[src/rtl/hamming_secded_serdes.sv]
// SECDED Hamming codec with a serial front end.
// One controller runs either an encode frame or a decode frame.
module hamming_secded_serdes #(
  parameter int DATA_W    = 11,
  parameter int P_W       = 4,
  parameter int ERR_CNT_W = 8
) (
  input  logic                 clk,
  input  logic                 rst,
  input  logic                 mode,
  input  logic [DATA_W-1:0]    enc_data,
  input  logic                 enc_valid,
  output logic                 enc_ready,
  output logic                 ser_out,
  output logic                 ser_out_valid,
  output logic                 ser_out_first,
  input  logic                 ser_in,
  input  logic                 ser_in_valid,
  input  logic                 ser_in_first,
  output logic [DATA_W-1:0]    dec_data,
  output logic                 dec_valid,
  output logic                 dec_err_corr,
  output logic                 dec_err_uncorr,
  output logic [P_W-1:0]       dec_err_pos,
  output logic [ERR_CNT_W-1:0] corr_count,
  output logic [ERR_CNT_W-1:0] uncorr_count,
  input  logic                 cnt_clear,
  output logic                 busy
);

  localparam int CODE_W = DATA_W + P_W + 1;
  localparam int CNT_W  = $clog2(CODE_W + 1);

  localparam logic [CNT_W-1:0] LAST   = CNT_W'(CODE_W - 1);
  localparam logic [P_W-1:0]   MAXPOS = P_W'(CODE_W - 1);

  if ((2 ** P_W) < CODE_W) begin : g_bad_params
    $error("P_W too small: 2**P_W must be >= DATA_W+P_W+1");
  end

  typedef enum logic [1:0] {
    S_IDLE,
    S_ENC_SHIFT,
    S_DEC_SHIFT,
    S_DEC_EVAL
  } state_t;

  // Bit k of a codeword vector is Hamming position k; bit 0 is P0.
  function automatic logic [CODE_W-1:0] f_encode(
    input logic [DATA_W-1:0] d
  );
    logic [CODE_W-1:0] c;
    logic              par;
    int                k;
    c = '0;
    k = 0;
    for (int i = 1; i < CODE_W; i++) begin
      if ((i & (i - 1)) != 0) begin
        c[i] = d[k];
        k++;
      end
    end
    for (int j = 0; j < P_W; j++) begin
      if ((1 << j) < CODE_W) begin
        par = 1'b0;
        for (int i = 1; i < CODE_W; i++) begin
          if ((((i >> j) & 1) == 1) && (i != (1 << j))) begin
            par = par ^ c[i];
          end
        end
        c[1 << j] = par;
      end
    end
    c[0] = ^c[CODE_W-1:1];
    return c;
  endfunction

  function automatic logic [DATA_W-1:0] f_extract(
    input logic [CODE_W-1:0] c
  );
    logic [DATA_W-1:0] d;
    int                k;
    d = '0;
    k = 0;
    for (int i = 1; i < CODE_W; i++) begin
      if ((i & (i - 1)) != 0) begin
        d[k] = c[i];
        k++;
      end
    end
    return d;
  endfunction

  function automatic logic [P_W-1:0] f_syn(
    input logic [CODE_W-1:0] c
  );
    logic [P_W-1:0] s;
    s = '0;
    for (int i = 1; i < CODE_W; i++) begin
      if (c[i]) begin
        s = s ^ P_W'(i);
      end
    end
    return s;
  endfunction

  state_t            r_state;
  state_t            w_next;
  logic [CNT_W-1:0]  r_cnt;
  logic [CODE_W-1:0] r_shift;
  logic [CODE_W-1:0] r_rx;

  logic [DATA_W-1:0]    r_dec_data;
  logic                 r_dec_valid;
  logic                 r_dec_corr;
  logic                 r_dec_uncorr;
  logic [P_W-1:0]       r_dec_pos;
  logic [ERR_CNT_W-1:0] r_corr_cnt;
  logic [ERR_CNT_W-1:0] r_uncorr_cnt;

  logic              w_enc_ready;
  logic              w_enc_go;
  logic              w_dec_go;
  logic [CODE_W-1:0] w_enc_code;
  logic [CODE_W-1:0] w_code;
  logic [CODE_W-1:0] w_fix;
  logic [P_W-1:0]    w_syn;
  logic              w_par;
  logic              w_clean;
  logic              w_p0err;
  logic              w_single;
  logic              w_badpos;
  logic [DATA_W-1:0] w_raw;
  logic [DATA_W-1:0] w_cor;

  assign w_enc_ready = (r_state == S_IDLE) && !mode;
  assign w_enc_go    = w_enc_ready && enc_valid;
  assign w_dec_go    = (r_state == S_IDLE) && mode &&
                       ser_in_valid && ser_in_first;
  assign w_enc_code  = f_encode(enc_data);

  // Receive shifter holds pos1 at bit 0 ... P0 at the top.
  assign w_code   = {r_rx[CODE_W-2:0], r_rx[CODE_W-1]};
  assign w_syn    = f_syn(w_code);
  assign w_par    = ^w_code;
  assign w_fix    = w_code ^ (CODE_W'(1) << w_syn);
  assign w_raw    = f_extract(w_code);
  assign w_cor    = f_extract(w_fix);
  assign w_clean  = (w_syn == '0) && !w_par;
  assign w_p0err  = (w_syn == '0) && w_par;
  assign w_single = (w_syn != '0) && w_par && (w_syn <= MAXPOS);
  assign w_badpos = (w_syn != '0) && w_par && (w_syn > MAXPOS);

  // State register.
  always_ff @(posedge clk) begin
    if (rst) r_state <= S_IDLE;
    else     r_state <= w_next;
  end

  // Next-state logic.
  always_comb begin
    w_next = r_state;
    unique case (r_state)
      S_IDLE: begin
        if (w_enc_go)      w_next = S_ENC_SHIFT;
        else if (w_dec_go) w_next = S_DEC_SHIFT;
      end
      S_ENC_SHIFT: begin
        if (r_cnt == LAST) w_next = S_IDLE;
      end
      S_DEC_SHIFT: begin
        if (ser_in_valid && !ser_in_first &&
            (r_cnt == LAST)) begin
          w_next = S_DEC_EVAL;
        end
      end
      S_DEC_EVAL: w_next = S_IDLE;
      default:    w_next = S_IDLE;
    endcase
  end

  // Bit counter plus transmit and receive shifters.
  always_ff @(posedge clk) begin
    if (rst) begin
      r_cnt   <= '0;
      r_shift <= '0;
      r_rx    <= '0;
    end else begin
      unique case (r_state)
        S_IDLE: begin
          r_cnt <= '0;
          if (w_enc_go) begin
            r_shift <= {w_enc_code[0],
                        w_enc_code[CODE_W-1:1]};
          end else if (w_dec_go) begin
            r_rx  <= {ser_in, (CODE_W-1)'(0)};
            r_cnt <= CNT_W'(1);
          end
        end
        S_ENC_SHIFT: begin
          r_shift <= r_shift >> 1;
          r_cnt   <= r_cnt + 1'b1;
        end
        S_DEC_SHIFT: begin
          if (ser_in_valid) begin
            if (ser_in_first) begin
              r_rx  <= {ser_in, (CODE_W-1)'(0)};
              r_cnt <= CNT_W'(1);
            end else begin
              r_rx  <= {ser_in, r_rx[CODE_W-1:1]};
              r_cnt <= r_cnt + 1'b1;
            end
          end
        end
        default: r_cnt <= '0;
      endcase
    end
  end

  // Syndrome evaluation registers the decoded word and status.
  always_ff @(posedge clk) begin
    if (rst) begin
      r_dec_data   <= '0;
      r_dec_valid  <= 1'b0;
      r_dec_corr   <= 1'b0;
      r_dec_uncorr <= 1'b0;
      r_dec_pos    <= '0;
    end else begin
      r_dec_valid <= 1'b0;
      if (r_state == S_DEC_EVAL) begin
        r_dec_valid <= 1'b1;
        unique case (1'b1)
          w_clean: begin
            r_dec_data   <= w_raw;
            r_dec_corr   <= 1'b0;
            r_dec_uncorr <= 1'b0;
            r_dec_pos    <= '0;
          end
          w_p0err: begin
            r_dec_data   <= w_raw;
            r_dec_corr   <= 1'b1;
            r_dec_uncorr <= 1'b0;
            r_dec_pos    <= '0;
          end
          w_single: begin
            r_dec_data   <= w_cor;
            r_dec_corr   <= 1'b1;
            r_dec_uncorr <= 1'b0;
            r_dec_pos    <= w_syn;
          end
          w_badpos: begin
            r_dec_data   <= w_raw;
            r_dec_corr   <= 1'b0;
            r_dec_uncorr <= 1'b1;
            r_dec_pos    <= '0;
          end
          default: begin
            r_dec_data   <= w_raw;
            r_dec_corr   <= 1'b0;
            r_dec_uncorr <= 1'b1;
            r_dec_pos    <= '0;
          end
        endcase
      end
    end
  end

  // Saturating link-quality counters; clear beats increment.
  always_ff @(posedge clk) begin
    if (rst || cnt_clear) begin
      r_corr_cnt   <= '0;
      r_uncorr_cnt <= '0;
    end else if (r_dec_valid) begin
      if (r_dec_corr && (r_corr_cnt != '1)) begin
        r_corr_cnt <= r_corr_cnt + 1'b1;
      end
      if (r_dec_uncorr && (r_uncorr_cnt != '1)) begin
        r_uncorr_cnt <= r_uncorr_cnt + 1'b1;
      end
    end
  end

  assign enc_ready      = w_enc_ready;
  assign ser_out_valid  = (r_state == S_ENC_SHIFT);
  assign ser_out        = ser_out_valid & r_shift[0];
  assign ser_out_first  = ser_out_valid && (r_cnt == '0);
  assign dec_data       = r_dec_data;
  assign dec_valid      = r_dec_valid;
  assign dec_err_corr   = r_dec_corr;
  assign dec_err_uncorr = r_dec_uncorr;
  assign dec_err_pos    = r_dec_pos;
  assign corr_count     = r_corr_cnt;
  assign uncorr_count   = r_uncorr_cnt;
  assign busy           = (r_state != S_IDLE);

endmodule

[config.mk]
export PLATFORM = sky130hd
export DESIGN_NAME = hamming_secded_serdes
export DESIGN_NICKNAME = d
export VERILOG_FILES = /design/src/rtl/hamming_secded_serdes.sv
export SDC_FILE = /design/constraint.sdc
export NUM_CORES = 1
export LEC_CHECK = 0
export ABC_CLOCK_PERIOD_IN_PS = 4800
export CAP_MARGIN = 20
export CORE_UTILIZATION = 35
export CTS_CLUSTER_DIAMETER = 150
export CTS_CLUSTER_SIZE = 12
export DETAILED_ROUTE_END_ITERATION = 10
export PLACE_DENSITY = 0.61
export RECOVER_POWER = 50
export SLEW_MARGIN = 10
export SYNTH_ARGS = -nofsm -noshare
export SYNTH_HDL_FRONTEND = slang
export SYNTH_SLANG_ARGS = --single-unit
[constraint.sdc]
create_clock -name clk -period 4.8 [get_ports clk]
set_input_delay 0.72 -clock clk [delete_from_list [all_inputs] [get_ports clk]]
set_output_delay 0.72 -clock clk [all_outputs]
set_load 0.02 [all_outputs]
==> reports/results.ini <==
[hold_path]
min_path_cells=2
hold_class=reg2reg

[finish]
area_growth_pct=21.5
antenna_cells=0
utilization=0.446
final_layout_size_suffix_gt1_frac=0.0683
nets=517

[sta]
finalSetupViolations=0
finalHoldViolCount=0
skew_ns=0.0129
fin_setup_tns_ns=0
fin_ws_ns=1.54
fin_crit_sh=0.679
slew_headroom=0.322
rsz0062_at_grt=no
tightest_slew_ns=1.01
period_needed_ns=3.26
slew_viol_final=0
max_clock_freq_ghz=0.307

[clock_network]
clock_latency_ns=0.36
ctsHoldBuffers=0
cts_sinks=73
cts.reportedPaths.clkPinSlew_ns=0.07
cts_setup_buffers=0
clockRootBuffer=clkbuf_8
cts_buffers=9
cts-resized-gates=0
cts_tree=built
clockBufferDepth=2
htreeDepth=3

[yosys]
synthTopCellsByArea=dfxtp_1 (38%), xor2_1 (7.3%), xnor2_1 (7.0%), nor2_1 (5.3%), a21oi_1 (4.7%)
async_flop_share=0
yosysWarnings=0
synth_enable_flop_cells=0
dominantRegCellSynth=dfxtp_1
synth.most_common_cell=dfxtp_1
yosysSeqAreaShare=0.379
synth.distinct_cells=51
synth_seq_cells=73
synth.largest_area_cell=dfxtp_1
syn_inst=450
synthesis.nets=474
avgSynthCellArea_um2=8.56
synth_top_area_share=0.379
synth_common_cells=dfxtp_1 (73), nor2_1 (54), nand2_1 (44)
synth.cell_area_um2=3850

[routing]
drt_iter0_markers=230
avgRoutedWirePerCell_um=12.6
vias=3198
ant_nets=0
drt-total-wl_um=7990
drtPass1Iterations=4
drc_errors=0
viasPerCell=5.04

[floorplan]
design.core.area_um2=10500
die_w_um=107
die-area_um2=11400
rows=37
io_pins=58
start_util=0.367
die_h_um=107

[global_routing]
grt_usage=0.147
antenna_found_initial=0
grt_pass1_wl_um=13600
grt_pass1_vias=3024
grt_remaining_overflow=0
grt_max_degree=26

[place]
hpwl_um=5890
io_buffers=57
pre_cts_ws_ns=1.81
routabilityCongestion=0.801

[worst_setup_path]
crit_required_ns=4.08
cp_data_arrival_time_ns=2.54
path_max_fanout=13
critPathLaunchType=register
r2r_slack_ns=2.35
critPathKind=reg2out
r2r_cells=5
critPathCaptureType=output port

[power_and_ir_drop]
power_density_nw_per_um2=273
p_leak_nw=1.76
ir_drop_v=0.000154

[run_status]
outcome=finished, final reports clean

[flow_run]
drv_cap=0

routing by layer:
metal / up-vias / wire length (um) / GRT usage / part of all wire
met2: 74 / 3710 / 0.246 / 0.46
li1: 1640 / - / - / -
met3: 12 / 351 / 0.0347 / 0.044
met1: 1472 / 3820 / 0.186 / 0.48
met4: 0 / 104 / 0.0499 / 0.013
met5: - / 0 / 0 / 0
report_power, final:
group,internal (mW),switching [mW]
registers,0.621,0.0118
logic,0.0677,0.0814
clock network,0.255,0.241
total,0.943,0.334
state kept, by name, indices dropped and copies added (netlist names), 2 cells and up:
register and count:
dec_err_pos 4, corr_count 8, r_rx 16, uncorr_count 8, r_cnt 5, r_state 2, r_shift 16, dec_data 11
layout by cell type (no fill, tap or decap), types with 2 or more instances in the layout:
master           count
a21oi_1             36
a221oi_1             2
a22o_1               4
a22oi_1              4
a31oi_1              2
and3_1               9
and4_1               3
and4_2               2
buf_4                3
clkbuf_8            10
clkdlybuf4s50_1     23
clkinvlp_4           3
dfxtp_1             73
dlygate4sd3_1       34
ha_1                 5
inv_1                7
mux2i_1              2
nand2_1             44
nand2b_1             3
nand3_1             20
nand4_1              8
nor2_1              55
nor2b_1              2
nor3_1               6
nor3b_1              2
nor4_1               7
nor4_4               2
o211ai_1             2
o21ai_0             10
o21ai_1              8
o22ai_1             12
or2_0                2
or3_1                3
xnor2_1             31
xnor3_1              3
xor2_1              34
xor2_2               3
worst paths after layout:
kind,startpoint,endpoint
worst min-delay path,dec_data[8],dec_data[8]
worst max-delay path,r_state[0],ser_out_first
worst min register to register,dec_data[8],dec_data[8]
worst max register to register,r_state[1],r_cnt[3]
per-stage QoR:
step	hold slack (ns)	power (mW)	instance area [um2]	instances
finish	0.444	1.28	4680	634
global route	0.468	1.34	4680	634
detailed placement	0.443	0.796	4490	617
global placement	0.436	0.794	4490	617
floorplan	0.433	0.751	3850	450
CTS	0.453	1.29	4690	633
worst max-delay path: stages, from the launching register on:
cell             delay [ns]
dfxtp_1                0.56
nand2b_1               0.36
inv_1                  0.41
and4_1                 0.26
clkdlybuf4s50_1        0.60
layout make-up:
type / instances / area [um2]
clock buffers: 10 / 138
clock inverters: 6 / 66.3
fillers: 1004 / 5830
inverters: 7 / 26.3
multi-input cells: 342 / 2230
flip-flops and latches: 73 / 1460
well taps: 136 / 170
repair buffers: 60 / 593
cell families after synthesis:
logic type | Yosys count | share of synthesized area
and+or+nand+nor | 177 | 0.233
AOI/OAI and AO/OA | 84 | 0.128
xor gates and xnor gates | 74 | 0.199
DFF | 73 | 0.379
buffers and inverters | 35 | 0.0393
adders and majority gates | 5 | 0.0162
muxes | 2 | 0.00520
Note: power is estimated with default switching activity, not from simulation.
